**src/rtl/gcd_scheduler.sv**
```systemverilog
// Round-robin arbiter sharing one subtractive GCD engine between N requesters.
// Optional abort-after-MAX_ITER-subtractions feature: define GCD_SCHED_TIMEOUT_EN.
module gcd_scheduler #(
   parameter int N        = 4,
   parameter int W        = 5,
   parameter int MAX_ITER = 40,
   localparam int IDW     = $clog2(N)
) (
   input  logic             clk,
   input  logic             reset,
   input  logic [N-1:0]     req,
   input  logic [N*W-1:0]   a_in,
   input  logic [N*W-1:0]   b_in,
   output logic [N-1:0]     gnt,
   output logic             busy,
   output logic             rsp_valid,
   output logic [IDW-1:0]   rsp_id,
   output logic [W-1:0]     rsp_result,
   output logic             rsp_err
);

   typedef enum logic {IDLE, CALC} state_t;

   state_t           state_q, state_d;
   logic [IDW-1:0]   last_q, last_d;
   logic [W-1:0]     a_q, a_d;
   logic [W-1:0]     b_q, b_d;
   logic [N-1:0]     gnt_q, gnt_d;
   logic             rsp_valid_q, rsp_valid_d;
   logic [IDW-1:0]   rsp_id_q, rsp_id_d;
   logic [W-1:0]     rsp_result_q, rsp_result_d;
   logic             win_found;
   logic [IDW-1:0]   win_idx;
   logic [IDW-1:0]   cand;

`ifdef GCD_SCHED_TIMEOUT_EN
   localparam int ITW = $clog2(MAX_ITER + 1);
   logic [ITW-1:0]   iter_q, iter_d;
   logic             rsp_err_q, rsp_err_d;
`endif

   // Search upward from last+1 with wrap; i == N lands back on last itself.
   always_comb begin
      win_found = 1'b0;
      win_idx   = last_q;
      cand      = '0;
      for (int i = 1; i <= N; i++) begin
         cand = last_q + IDW'(i);
         if (!win_found && req[cand]) begin
            win_found = 1'b1;
            win_idx   = cand;
         end
      end
   end

   always_comb begin
      state_d      = state_q;
      last_d       = last_q;
      a_d          = a_q;
      b_d          = b_q;
      gnt_d        = '0;
      rsp_valid_d  = 1'b0;
      rsp_id_d     = rsp_id_q;
      rsp_result_d = rsp_result_q;
`ifdef GCD_SCHED_TIMEOUT_EN
      iter_d       = iter_q;
      rsp_err_d    = rsp_err_q;
`endif
      case (state_q)
         IDLE: begin
            if (win_found) begin
               a_d              = a_in[win_idx*W +: W];
               b_d              = b_in[win_idx*W +: W];
               last_d           = win_idx;
               gnt_d            = '0;
               gnt_d[win_idx]   = 1'b1;
               state_d          = CALC;
`ifdef GCD_SCHED_TIMEOUT_EN
               iter_d           = '0;
`endif
            end
         end
         CALC: begin
            if (a_q == '0 || b_q == '0) begin
               rsp_result_d = (a_q >= b_q) ? a_q : b_q;
               rsp_id_d     = last_q;
               rsp_valid_d  = 1'b1;
               state_d      = IDLE;
`ifdef GCD_SCHED_TIMEOUT_EN
               rsp_err_d    = 1'b0;
            end else if (iter_q == ITW'(MAX_ITER)) begin
               rsp_result_d = '0;
               rsp_id_d     = last_q;
               rsp_err_d    = 1'b1;
               rsp_valid_d  = 1'b1;
               state_d      = IDLE;
`endif
            end else begin
               if (a_q >= b_q) a_d = a_q - b_q;
               else            b_d = b_q - a_q;
`ifdef GCD_SCHED_TIMEOUT_EN
               iter_d = iter_q + 1'b1;
`endif
            end
         end
         default: state_d = IDLE;
      endcase
   end

   always_ff @(posedge clk or posedge reset) begin
      if (reset) begin
         state_q      <= IDLE;
         last_q       <= IDW'(N - 1);
         a_q          <= '0;
         b_q          <= '0;
         gnt_q        <= '0;
         rsp_valid_q  <= 1'b0;
         rsp_id_q     <= '0;
         rsp_result_q <= '0;
`ifdef GCD_SCHED_TIMEOUT_EN
         iter_q       <= '0;
         rsp_err_q    <= 1'b0;
`endif
      end else begin
         state_q      <= state_d;
         last_q       <= last_d;
         a_q          <= a_d;
         b_q          <= b_d;
         gnt_q        <= gnt_d;
         rsp_valid_q  <= rsp_valid_d;
         rsp_id_q     <= rsp_id_d;
         rsp_result_q <= rsp_result_d;
`ifdef GCD_SCHED_TIMEOUT_EN
         iter_q       <= iter_d;
         rsp_err_q    <= rsp_err_d;
`endif
      end
   end

   assign gnt        = gnt_q;
   assign busy       = (state_q == CALC);
   assign rsp_valid  = rsp_valid_q;
   assign rsp_id     = rsp_id_q;
   assign rsp_result = rsp_result_q;

`ifdef GCD_SCHED_TIMEOUT_EN
   assign rsp_err = rsp_err_q;
`else
   assign rsp_err = 1'b0;
   // MAX_ITER has no effect in this build; the block only references it.
   if (MAX_ITER < 0) begin : g_max_iter_unused
   end
`endif

endmodule

```
**config.mk**
```make
export PLATFORM = sky130hd
export DESIGN_NAME = gcd_scheduler
export DESIGN_NICKNAME = d
export VERILOG_FILES = /design/src/rtl/gcd_scheduler.sv
export SDC_FILE = /design/constraint.sdc
export NUM_CORES = 1
export LEC_CHECK = 0
export ABC_AREA = 1
export CAP_MARGIN = 20
export CELL_PAD_IN_SITES_DETAIL_PLACEMENT = 0
export CELL_PAD_IN_SITES_GLOBAL_PLACEMENT = 1
export CORE_MARGIN = 2
export CORE_UTILIZATION = 30
export CTS_BUF_LIST = sky130_fd_sc_hd__clkbuf_8 sky130_fd_sc_hd__clkbuf_16
export DETAILED_ROUTE_END_ITERATION = 8
export GPL_TIMING_DRIVEN = 0
export PLACE_DENSITY_LB_ADDON = 0.08
export SLEW_MARGIN = 30
export SYNTH_ARGS = -nofsm -noshare
export SYNTH_HDL_FRONTEND = slang
export SYNTH_SLANG_ARGS = --single-unit
```
**constraint.sdc**
```tcl
create_clock -name clk -period 4.5 [get_ports clk]
set_input_delay 0.675 -clock clk [delete_from_list [all_inputs] [get_ports clk]]
set_output_delay 0.675 -clock clk [all_outputs]
set_load 0.01 [all_outputs]
```
==> summary.txt, run 1 <==
Run status
  – Status: completed

Power
  – Worst vdd ir: between 0.0004 and 0.0005 V
  – P per Cell Area: a little over 900 mW/mm²
  – Pwr Total: about 0.0029 W
  – Leak pwr: 1.414 nW

Min path
  – Hold Startpoint: rsp_result[2]
  – Hold path depth: 2
  – Hold Crit Class: reg -> reg

Route
  – DRC violations left: 0
  – Routed WL: between 6000 and 7000 µm
  – Pre-antenna DRT Iters: 4
  – Initial DRC Count: 83
  – Routed length per instance: about 14 µm
  – DRT antenna net count: 0
  – Routed vias/inst: 4.685
  – Via count: between 2000 and 2500

Worst setup path
  – Critical Path End Type: register
  – Worst r2r path cells: 11
  – CP Max Fanout: 10
  – Critical path launch point type: register
  – Worst R2R Start: a_q[2]
  – Most used cell, CP: nand2_1
  – Critical Path AT: around 2.3 ns
  – Slowest cell on crit path: dfrtp_1
  – Critical Path RT: ~4.7 ns
  – Start point of the critical path: a_q[2]
  – CP cell instances: inv_1 -> ha_1 -> buf_2 -> nand2_1 -> nor3_1 -> nand2_1 -> nand4_1 -> clkbuf_1 -> a21oi_1 -> o21ai_0 -> nand2_1
  – Crit Path Category: reg -> reg
  – Crit path largest cell delay: ~0.4 ns

Timing
  – Final min period: approximately 2.2 ns
  – Final cycle utilization of the critical path: 48.45%
  – RSZ-0062 raised after global routing: false
  – Worst-Margin Slew: roughly 0.53 ns
  – Slew margin rel.: ~64%
  – Finish-stage setup viols: 0
  – Worst Skew: between 0.003 and 0.004 ns
  – WHS: just under 0.5 ns
  – Max Slew Vio Count: 0
  – Fin. Hold Viols: 0
  – Peak Freq: around 460 MHz
  – Setup TNS: 0 ns

Logic synthesis
  – Top area cells in the synthesized netlist: dfrtp_1, nand3_2, nand3_1, nand2_1, ha_1
  – Yosys cell types: 35
  – Top-area cell type share of the netlist area: ~24%
  – Mapped Area: 0.002385 mm²
  – Ys Warns: 0
  – Main combinational cell family by area after synthesis: simple AND/OR/NAND/NOR gates
  – Adder-cell share of the synthesized area: roughly 6.4%
  – Syn_area_per_cell: between 7 and 8 µm²
  – Area leader, netlist: dfrtp_1
  – Synth Area in XOR/XNOR: 0.3673%
  – Register area share after synthesis: approximately a quarter
  – Gate Count Post-Synth: around 300
  – Synth Register Bits: 25
  – Mux cell area share after synthesis: 0%
  – Syn nets: between 300 and 400
  – Synth Area in Simple Gates: between 40% and 50%
  – Compound-cell area share of the yosys netlist: a little over an eighth

Clock tree
  – Post-CTS sizing: 0
  – CTS root buffer: clkbuf_8
  – TritonCTS Buffers: 3
  – Hold-fix buffers, CTS: 0
  – Post-CTS Repair Setup Buffers: 0
  – Worst-path clk slew: around 0.10 ns
  – Worst-Skew Late Latency: ~0.28 ns
  – Clock Path Buffers: 2
  – H-tree depth: 1
  – Clk sinks: 25
  – CTS tree: done

Final layout
  – Final core occ: 40.67%
  – Share of cells above drive strength 1: 23.72%
  – Final net count: approximately 430
  – Commonest non-fill, non-tap cells in the layout: clkdlybuf4s50_1, nand2_1, nand3_1
  – Finished Cell Area: about 0.0031 mm²
  – P&R area growth vs syn: 31.79%
  – Commonest non-fill, non-tap cell in the layout: clkdlybuf4s50_1
  – Ant diodes: 0

Floorplan
  – Die footprint: about 0.0087 mm²
  – Die width: 93.16 µm
  – IO Pins: 60
  – FP Rows: 32
  – Initial core utilization: between 30% and 40%
  – Die height: 93.16 µm
  – Core Region: approximately 0.0077 mm²

Placed design
  – Hpwl dp: around 5300 µm
  – Placed cell area: between 0.003 and 0.004 mm²
  – IO buf count: just under 60
  – RD Place Congestion: 0.8685

Global routing
  – Initial antenna violation count: 0
  – Gr usage total: 15.48%
  – Pin count of the biggest net entering global routing: 26
  – First-pass GRT wire length: between 10000 and 15000 µm
  – Vias in the first global route: about 2200
  – GR Overflow Total: 0

Flow run
  – # Max-Cap Violations: 0
## registers in the layout, summed over array words and instances, names as in the netlist
| signal | cells |
|---|---|
| busy | 1 |
| rsp_result | 5 |
| a_q | 5 |
| rsp_id | 2 |
| b_q | 5 |
| rsp_valid | 1 |
| last_q | 2 |
| gnt | 4 |
## worst paths after layout
path,to,slack [ns]
min reg2reg,rsp_result[2],0.49
max reg2reg,rsp_result[2],2.32
max in group asynchronous,last_q[1],3.38
min,rsp_result[2],0.49
max,rsp_result[2],2.32
min in group asynchronous,rsp_id[0],0.75
## metal layers
layer	part of all wire [%]	routed length (µm)	vias up	global-route usage (%)
met5	0	0	-	0
met4	0.97	63	0	3.922
met1	50	3244	1010	23.07
met2	45	2926	45	23.79
li1	-	-	1156	-
met3	3.9	253	5	1.692
## cell type report
class	instances	area (µm²)
Tap cell	102	127.6
Buffer	15	132.6
Clock inverter	1	8.758
Timing Repair Buffer	58	580.6
Multi-Input combinational cell	241	1516
Inverter	28	107.6
Sequential cell	25	628.1
Clock buffer	3	41.29
Fill cell	833	4584
## metrics by stage
stage                     cells  worst slack [ns]
after global routing        473             2.063
after global placement      469             2.049
after floorplan             309             2.681
final                       473             2.320
after detailed placement    469             2.054
after CTS                   473             2.316
## worst max-delay path, delay by kind of cell (launching register included)
family / cells / cell delay, ns
buffers and inverters: 3 / 0.59
and+or+nand+nor: 5 / 0.57
adders and majority gates: 1 / 0.28
DFF: 1 / 0.40
AOI/OAI and AO/OA: 2 / 0.21
## cells in the mapped netlist
master / n
a22oi_1: 2
nand3_2: 28
a211oi_1: 1
nand2_2: 14
buf_8: 1
nand3_4: 2
dfrtp_1: 23
a21o_1: 1
nand2_1: 49
nand2_4: 8
a21oi_2: 9
inv_4: 1
nand3_1: 41
a21oi_1: 21
o22ai_1: 1
nand4_1: 5
buf_2: 1
o21ai_2: 1
inv_2: 4
conb_1: 1
o21bai_1: 1
nor2_2: 1
nor3_1: 3
fa_1: 2
buf_6: 7
inv_1: 23
nor2_4: 1
dfstp_2: 2
buf_4: 3
ha_1: 9
nor2_1: 23
o21ai_0: 15
xor2_1: 1
nand3b_1: 1
clkbuf_1: 3
## where the power goes
| group | leakage (nW) | switching [W] | internal [W] |
|---|---|---|---|
| sequential | 0.298 | 0.0000919 | 0.000339 |
| clock | 0.0261 | 0.0000804 | 0.0000651 |
| combinational | 1.09 | 0.00143 | 0.000906 |
| total | 1.41 | 0.00160 | 0.00131 |
## cell families (layout without fill, tap and decap cells)
group / count (synthesis) / after routing
xor+xnor: 1 / 1
buf+inv: 43 / 105
fa+ha+maj: 11 / 11
simple gates: 176 / 176
other cells: 1 / 1
compound gates: 52 / 52
flops: 25 / 25
Note: power is estimated with default switching activity, not from simulation.
==> inputs of run 2 (changes only) <==
==> constraint.sdc (replaced) <==
create_clock -name clk -period 1.8 [get_ports clk]
set_input_delay 0.27 -clock clk [delete_from_list [all_inputs] [get_ports clk]]
set_output_delay 0.27 -clock clk [all_outputs]
set_load 0.01 [all_outputs]
==> run 2 against run 1 <==
The flow now finishes with violations (setup timing); first-iteration DRC count fell by 6.0%; setup slack got worse by 2.5 ns; core utilization rose by 6.2 points; maximum frequency rose by 11%; die area did not move; hold slack got worse by 0.15 ns; count of clock-buffer cells in the layout did not move; via count rose by 5.6%; sequential share of layout area fell by 2.6 points; non-clock buffer count rose by 22; wire length rose by 5.0%.
==> summary.txt, run 2 (synthesized netlist as in run 1, its figures left out) <==
Global routing
  – Pin count of the biggest net entering global routing: 26 (unchanged)
  – Gr usage total: 15.57% (was 15.48%)
  – GR Overflow Total: 0 (unchanged)
  – Vias in the first global route: 2255 (was 2152)
  – First-pass GRT wire length: 10850 µm (was 10730 µm)
  – Initial antenna violation count: 0 (unchanged)

Timing
  – Worst-Margin Slew: 0.5609 ns (was 0.5323 ns)
  – Max Slew Vio Count: 0 (unchanged)
  – Fin. Hold Viols: 0 (unchanged)
  – Final cycle utilization of the critical path: 109.5% (was 48.45%)
  – Final min period: 1.972 ns (was 2.180 ns)
  – Final worst setup slack: -0.1716 ns (was 2.320 ns)
  – Peak Freq: 507.2 MHz (was 458.7 MHz)
  – Finish-stage setup viols: 21 (was 0)
  – Worst Skew: 0.002012 ns (was 0.003751 ns)
  – WHS: 0.3411 ns (was 0.4902 ns)
  – Slew margin rel.: 62.61% (was 64.46%)
  – RSZ-0062 raised after global routing: true (was false)

Run status
  – Status: finished with violations (was completed)
  – Violated checks: setup timing

Placed design
  – Placed insts: 469 (unchanged)
  – Placed cell area: 0.003094 mm² (was 0.003093 mm²)
  – RD Place Congestion: 0.8624 (was 0.8685)
  – IO buf count: 58 (unchanged)
  – Hpwl dp: 5131 µm (was 5257 µm)

Final layout
  – Commonest non-fill, non-tap cell in the layout: clkdlybuf4s50_1 (unchanged)
  – Commonest non-fill, non-tap cells in the layout: clkdlybuf4s50_1, nand2_1, nand3_1 (unchanged)
  – Share of cells above drive strength 1: 36.39% (was 23.72%)
  – Filler cell count: 777 (was 833)
  – Ant diodes: 0 (unchanged)
  – Final net count: 451 (was 429)
  – P&R area growth vs syn: 51.94% (was 31.79%)
  – Layout Cells excl Fill: 495 (was 473)
  – Finished Cell Area: 0.003623 mm² (was 0.003143 mm²)

Route
  – Routed WL: 6815 µm (was 6488 µm)
  – DRC violations left: 0 (unchanged)
  – DRT antenna net count: 0 (unchanged)
  – Routed vias/inst: 4.727 (was 4.685)
  – Routed length per instance: 13.77 µm (was 13.72 µm)
  – Via count: 2340 (was 2216)
  – Initial DRC Count: 78 (was 83)
  – Pre-antenna DRT Iters: 4 (unchanged)

Floorplan
  – IO Pins: 60 (unchanged)
  – Die height: 93.16 µm (unchanged)
  – Die footprint: 0.008679 mm² (unchanged)
  – Die width: 93.16 µm (unchanged)
  – FP Rows: 32 (unchanged)
  – Core Region: 0.007727 mm² (unchanged)
  – Initial core utilization: 30.86% (unchanged)

Clock tree
  – CTS root buffer: clkbuf_8 (unchanged)
  – CTS tree: done (unchanged)
  – Worst-Skew Late Latency: 0.28 ns (about the same)
  – Clock Path Buffers: 2 (unchanged)
  – H-tree depth: 1 (unchanged)
  – TritonCTS Buffers: 3 (unchanged)
  – Clk sinks: 25 (unchanged)
  – Worst-path clk slew: 0.10 ns (about the same)
  – Hold-fix buffers, CTS: 0 (unchanged)

Min path
  – Hold Crit Class: in -> async (was reg -> reg)

Worst setup path
  – Worst r2r path cells: 12 (was 11)
  – Crit Path Category: reg -> reg (unchanged)
  – Critical path launch point type: register (unchanged)
  – Critical Path AT: 2.19 ns (was 2.34 ns)
  – CP Max Fanout: 7 (was 10)
  – Critical Path RT: 2.02 ns (was 4.66 ns)
  – Critical Path End Type: register (unchanged)

Flow run
  – # Max-Cap Violations: 0 (unchanged)
-- run 2: cell types whose count changed in the layout (fill, tap and decap cells not counted), sizes merged --
cell	previous run	this run
clkbuf	6	9
buf	12	31
-- run 2: area by class of cell --
cell class | instances | area, µm² | area share [%]
Multi-Input combinational cell | 241 | 1714 | 47.31
Timing Repair Buffer | 80 | 817.0 | 22.55
Sequential cell | 25 | 629.4 | 17.37
Buffer | 15 | 170.2 | 4.696
Tap cell | 102 | 127.6 | 3.522
Inverter | 28 | 115.1 | 3.177
Clock buffer | 3 | 41.29 | 1.140
Clock inverter | 1 | 8.758 | 0.2417
-- run 2: per-stage QoR --
step / setup slack, ns / TNS, ns / utilization, %
floorplan: 0.04032 / 0 / -
finish: -0.1716 / -2.311 / 46.89
global placement: -0.3502 / -5.363 / 40.04
CTS: -0.1533 / -1.914 / 44.35
global route: -0.3016 / -5.024 / 46.89
detailed placement: -0.3310 / -4.797 / 40.04
-- run 2: path summary, 6_finish.rpt --
path | to | slack, ns | startpoint
setup / recovery | a_q[2] | -0.17 | last_q[0]
hold / removal | rsp_result[2] | 0.34 | reset
setup reg to reg | a_q[2] | -0.17 | last_q[0]
max in group asynchronous | b_q[1] | 1.07 | reset
min in group clk | rsp_result[2] | 0.48 | rsp_result[2]
hold reg to reg | rsp_result[2] | 0.48 | rsp_result[2]
-- run 2: layer usage --
metal | track usage, % | wire length [µm]
met5 | 0 | 0
met4 | 4.044 | 61
met3 | 1.531 | 213
met2 | 25.30 | 3214
met1 | 22.15 | 3326
-- run 2: critical path, stage by stage (launching register included) --
cell       delay [ns]
dfstp_2          0.62
buf_8            0.14
nand2_1          0.06
nand3_1          0.13
nand2_4          0.10
o21ai_4          0.17
nand2_1          0.09
nand2_2          0.08
nand2_4          0.08
clkbuf_16        0.17
nand3_2          0.06
nand3_2          0.08
a21oi_2          0.12
-- run 2: timing repair --
action / CTS / global route
endpoints found under the setup margin: 23 / 23
buffers inserted: 15 / 4
cloned: 1 / 2
pin swaps: 3 / 12
gates resized for setup: 36 / 30
Power of run 2 is not shown: default switching activity piles up to over one toggle a cycle in this logic, so the estimate is an artifact.
==> inputs of run 3 (changes only) <==
--- a/config.mk
+++ b/config.mk
@@ -6,13 +6,13 @@
 export NUM_CORES = 1
 export LEC_CHECK = 0
 export ABC_AREA = 1
-export CAP_MARGIN = 20
 export CELL_PAD_IN_SITES_DETAIL_PLACEMENT = 0
 export CELL_PAD_IN_SITES_GLOBAL_PLACEMENT = 1
 export CORE_MARGIN = 2
-export CORE_UTILIZATION = 30
+export CORE_UTILIZATION = 42
 export CTS_BUF_LIST = sky130_fd_sc_hd__clkbuf_8 sky130_fd_sc_hd__clkbuf_16
 export DETAILED_ROUTE_END_ITERATION = 8
+export DONT_BUFFER_PORTS = 1
 export GPL_TIMING_DRIVEN = 0
 export PLACE_DENSITY_LB_ADDON = 0.08
 export SLEW_MARGIN = 30
==> run 3 against run 2 <==
The run still ends with setup timing left; sequential share of layout area rose by 2.5 points; maximum frequency is essentially flat; non-clock buffer count fell by 45; die area down 27%; core utilization rose by 11 points; count of clock-buffer cells in the layout is the same; setup slack is essentially flat; hold slack worse by 0.073 ns; sequential cell count did not move.
==> summary.txt, run 3 (synthesized netlist as in run 1, its figures left out) <==
Clock tree
  – CTS tree: done (unchanged)
  – Clock Path Buffers: 2 (unchanged)
  – Worst-Skew Late Latency: 0.28 ns (about the same)
  – Worst-path clk slew: 0.10 ns (about the same)
  – Clk sinks: 25 (unchanged)
  – H-tree depth: 1 (unchanged)
  – TritonCTS Buffers: 3 (unchanged)
  – CTS root buffer: clkbuf_8 (unchanged)

Placed design
  – Placed insts: 381 (was 469)
  – Hpwl dp: 4649 µm (was 5131 µm)
  – DP Worst Slack: -0.3297 ns (was -0.3310 ns)
  – IO buf count: 0 (was 58)
  – RD Place Congestion: 0.8702 (was 0.8624)

Final layout
  – Final net count: 406 (was 451)
  – Commonest non-fill, non-tap cell in the layout: nand3_1 (was clkdlybuf4s50_1)
  – Multi-input logic area: 0.001785 mm² (was 0.001714 mm²)
  – Commonest non-fill, non-tap cells in the layout: nand3_1, nand2_1, nand3_2 (was clkdlybuf4s50_1, nand2_1, nand3_1)
  – Filler cell count: 514 (was 777)
  – Layout Cells excl Fill: 420 (was 495)
  – Final core occ: 57.76% (was 46.89%)
  – Ant diodes: 0 (unchanged)
  – Register area: 630.6 µm² (was 629.4 µm²)
  – Share of cells above drive strength 1: 50.86% (was 36.39%)
  – P&R area growth vs syn: 33.37% (was 51.94%)

Route
  – Initial DRC Count: 115 (was 78)
  – Via count: 2295 (was 2340)
  – DRT antenna net count: 0 (unchanged)
  – DRC violations left: 0 (unchanged)
  – Routed length per instance: 16.19 µm (was 13.77 µm)
  – Routed WL: 6799 µm (was 6815 µm)
  – Pre-antenna DRT Iters: 4 (unchanged)
  – Routed vias/inst: 5.464 (was 4.727)

Global routing
  – Initial antenna violation count: 0 (unchanged)
  – Gr usage total: 21.80% (was 15.57%)
  – Vias in the first global route: 2245 (was 2255)
  – Pin count of the biggest net entering global routing: 26 (unchanged)
  – GR Overflow Total: 0 (unchanged)
  – First-pass GRT wire length: 10740 µm (was 10850 µm)

Worst setup path
  – Slowest cell on crit path: dfrtp_1 (was dfstp_2)
  – Critical path launch point type: register (unchanged)
  – Most used cell, CP: nor2_1
  – Worst R2R Start: b_q[0] (was last_q[0])
  – Crit Path Category: reg -> reg (unchanged)
  – Crit path largest cell delay: 0.40 ns (was 0.62 ns)
  – Critical Path AT: 2.20 ns (was 2.19 ns)
  – CP cell instances: inv_1 -> ha_4 -> inv_1 -> fa_2 -> a21oi_2 -> nor2_1 -> nor2_1 -> o21ai_0 -> a21oi_1 -> nor2_1 -> a21oi_2 (was buf_8 -> nand2_1 -> nand3_1 -> nand2_4 -> o21ai_4 -> nand2_1 -> nand2_2 -> nand2_4 -> clkbuf_16 -> nand3_2 -> nand3_2 -> a21oi_2)
  – Start point of the critical path: b_q[0] (was last_q[0])
  – Critical Path End Type: register (unchanged)
  – Critical Path RT: 2.02 ns (about the same)
  – CP Max Fanout: 3 (was 7)

Min path
  – Hold Startpoint: a_in[16]
  – Hold Crit Class: in -> reg (was in -> async)

Timing
  – RSZ-0062 raised after global routing: true (unchanged)
  – Final worst setup slack: -0.1719 ns (was -0.1716 ns)
  – Peak Freq: 507.1 MHz (was 507.2 MHz)
  – Max Slew Vio Count: 0 (unchanged)
  – Slew margin rel.: 62.13% (was 62.61%)
  – Final min period: 1.972 ns (about the same)
  – Worst-Margin Slew: 0.5681 ns (was 0.5609 ns)
  – Setup TNS: -1.792 ns (was -2.311 ns)
  – Final cycle utilization of the critical path: 109.5% (about the same)
  – Worst Skew: 0.003065 ns (was 0.002012 ns)
  – Finish-stage setup viols: 17 (was 21)
  – Fin. Hold Viols: 0 (unchanged)

Floorplan
  – Die width: 79.35 µm (was 93.16 µm)
  – Initial core utilization: 43.31% (was 30.86%)
  – Die footprint: 0.006296 mm² (was 0.008679 mm²)
  – Core Region: 0.005507 mm² (was 0.007727 mm²)
  – Die height: 79.35 µm (was 93.16 µm)
  – IO Pins: 60 (unchanged)
  – FP Rows: 27 (was 32)

Run status
  – Status: finished with violations (unchanged)
  – Violated checks: setup timing (unchanged)

Flow run
  – # Max-Cap Violations: 0 (unchanged)
## run 3: changes by cell type in the layout (fill, tap and decap cells not counted), sizes merged
cell | before | now
dlygate4sd3 | 0 | 1
buf | 31 | 45
clkbuf | 9 | 7
clkdlybuf4s50 | 58 | 0
## run 3: area by class of cell
type                            instances  area share [%]
Timing Repair Buffer                   35           10.82
Buffer                                 15           5.193
Sequential cell                        25           19.83
Tap cell                               72           2.832
Multi-Input combinational cell        241           56.14
Clock inverter                          1          0.2754
Clock buffer                            3           1.298
Inverter                               28           3.619
## run 3: worst max-delay path, delay by kind of cell (launching register included)
family | cells | cell delay, ns
AO/OA/AOI/OAI | 4 | 0.56
adder cells (fa/ha/maj) | 2 | 0.51
buffers and inverters | 2 | 0.16
flip-flops | 1 | 0.40
AND/OR/NAND/NOR | 3 | 0.28
## run 3: stage by stage
stage	hold WS (ns)	instance area (µm²)
3_5_place_dp	0.2314	2476
4_1_cts	0.2651	3067
2_1_floorplan	0.2958	2386
6_report	0.2684	3181
3_3_place_gp	0.4398	2476
5_1_grt	0.2883	3181
## run 3: per-layer routing
metal  GRT usage [%]  up-vias  part of all wire, %
li1                -     1117                    -
met2           36.61       95                   49
met3           2.386       17                  4.8
met1           28.39     1066                   44
met5               0        -                    0
met4           9.138        0                  2.5
## run 3: final timing paths
check                           endpoint  slack (ns)  cells past startpoint
hold reg to reg            rsp_result[0]        0.56                      2
setup reg to reg                  b_q[4]       -0.17                     11
hold / removal                    a_q[1]        0.27                      4
max in group asynchronous         b_q[1]        0.94                      2
min in group asynchronous  rsp_result[0]        0.48                      2
setup / recovery                  b_q[4]       -0.17                     11
## run 3: what timing repair did
| item | in CTS | in global routing |
|---|---|---|
| gates resized for setup | 77 | 19 |
| hold buffers | 1 | 0 |
| endpoints found under the hold margin | 23 | 0 |
| pin swaps | 28 | 6 |
| setup endpoints to repair | 23 | 23 |
| cloned | 4 | 0 |
| buffers inserted | 23 | 7 |
Power of run 3 is left out for the same reason.
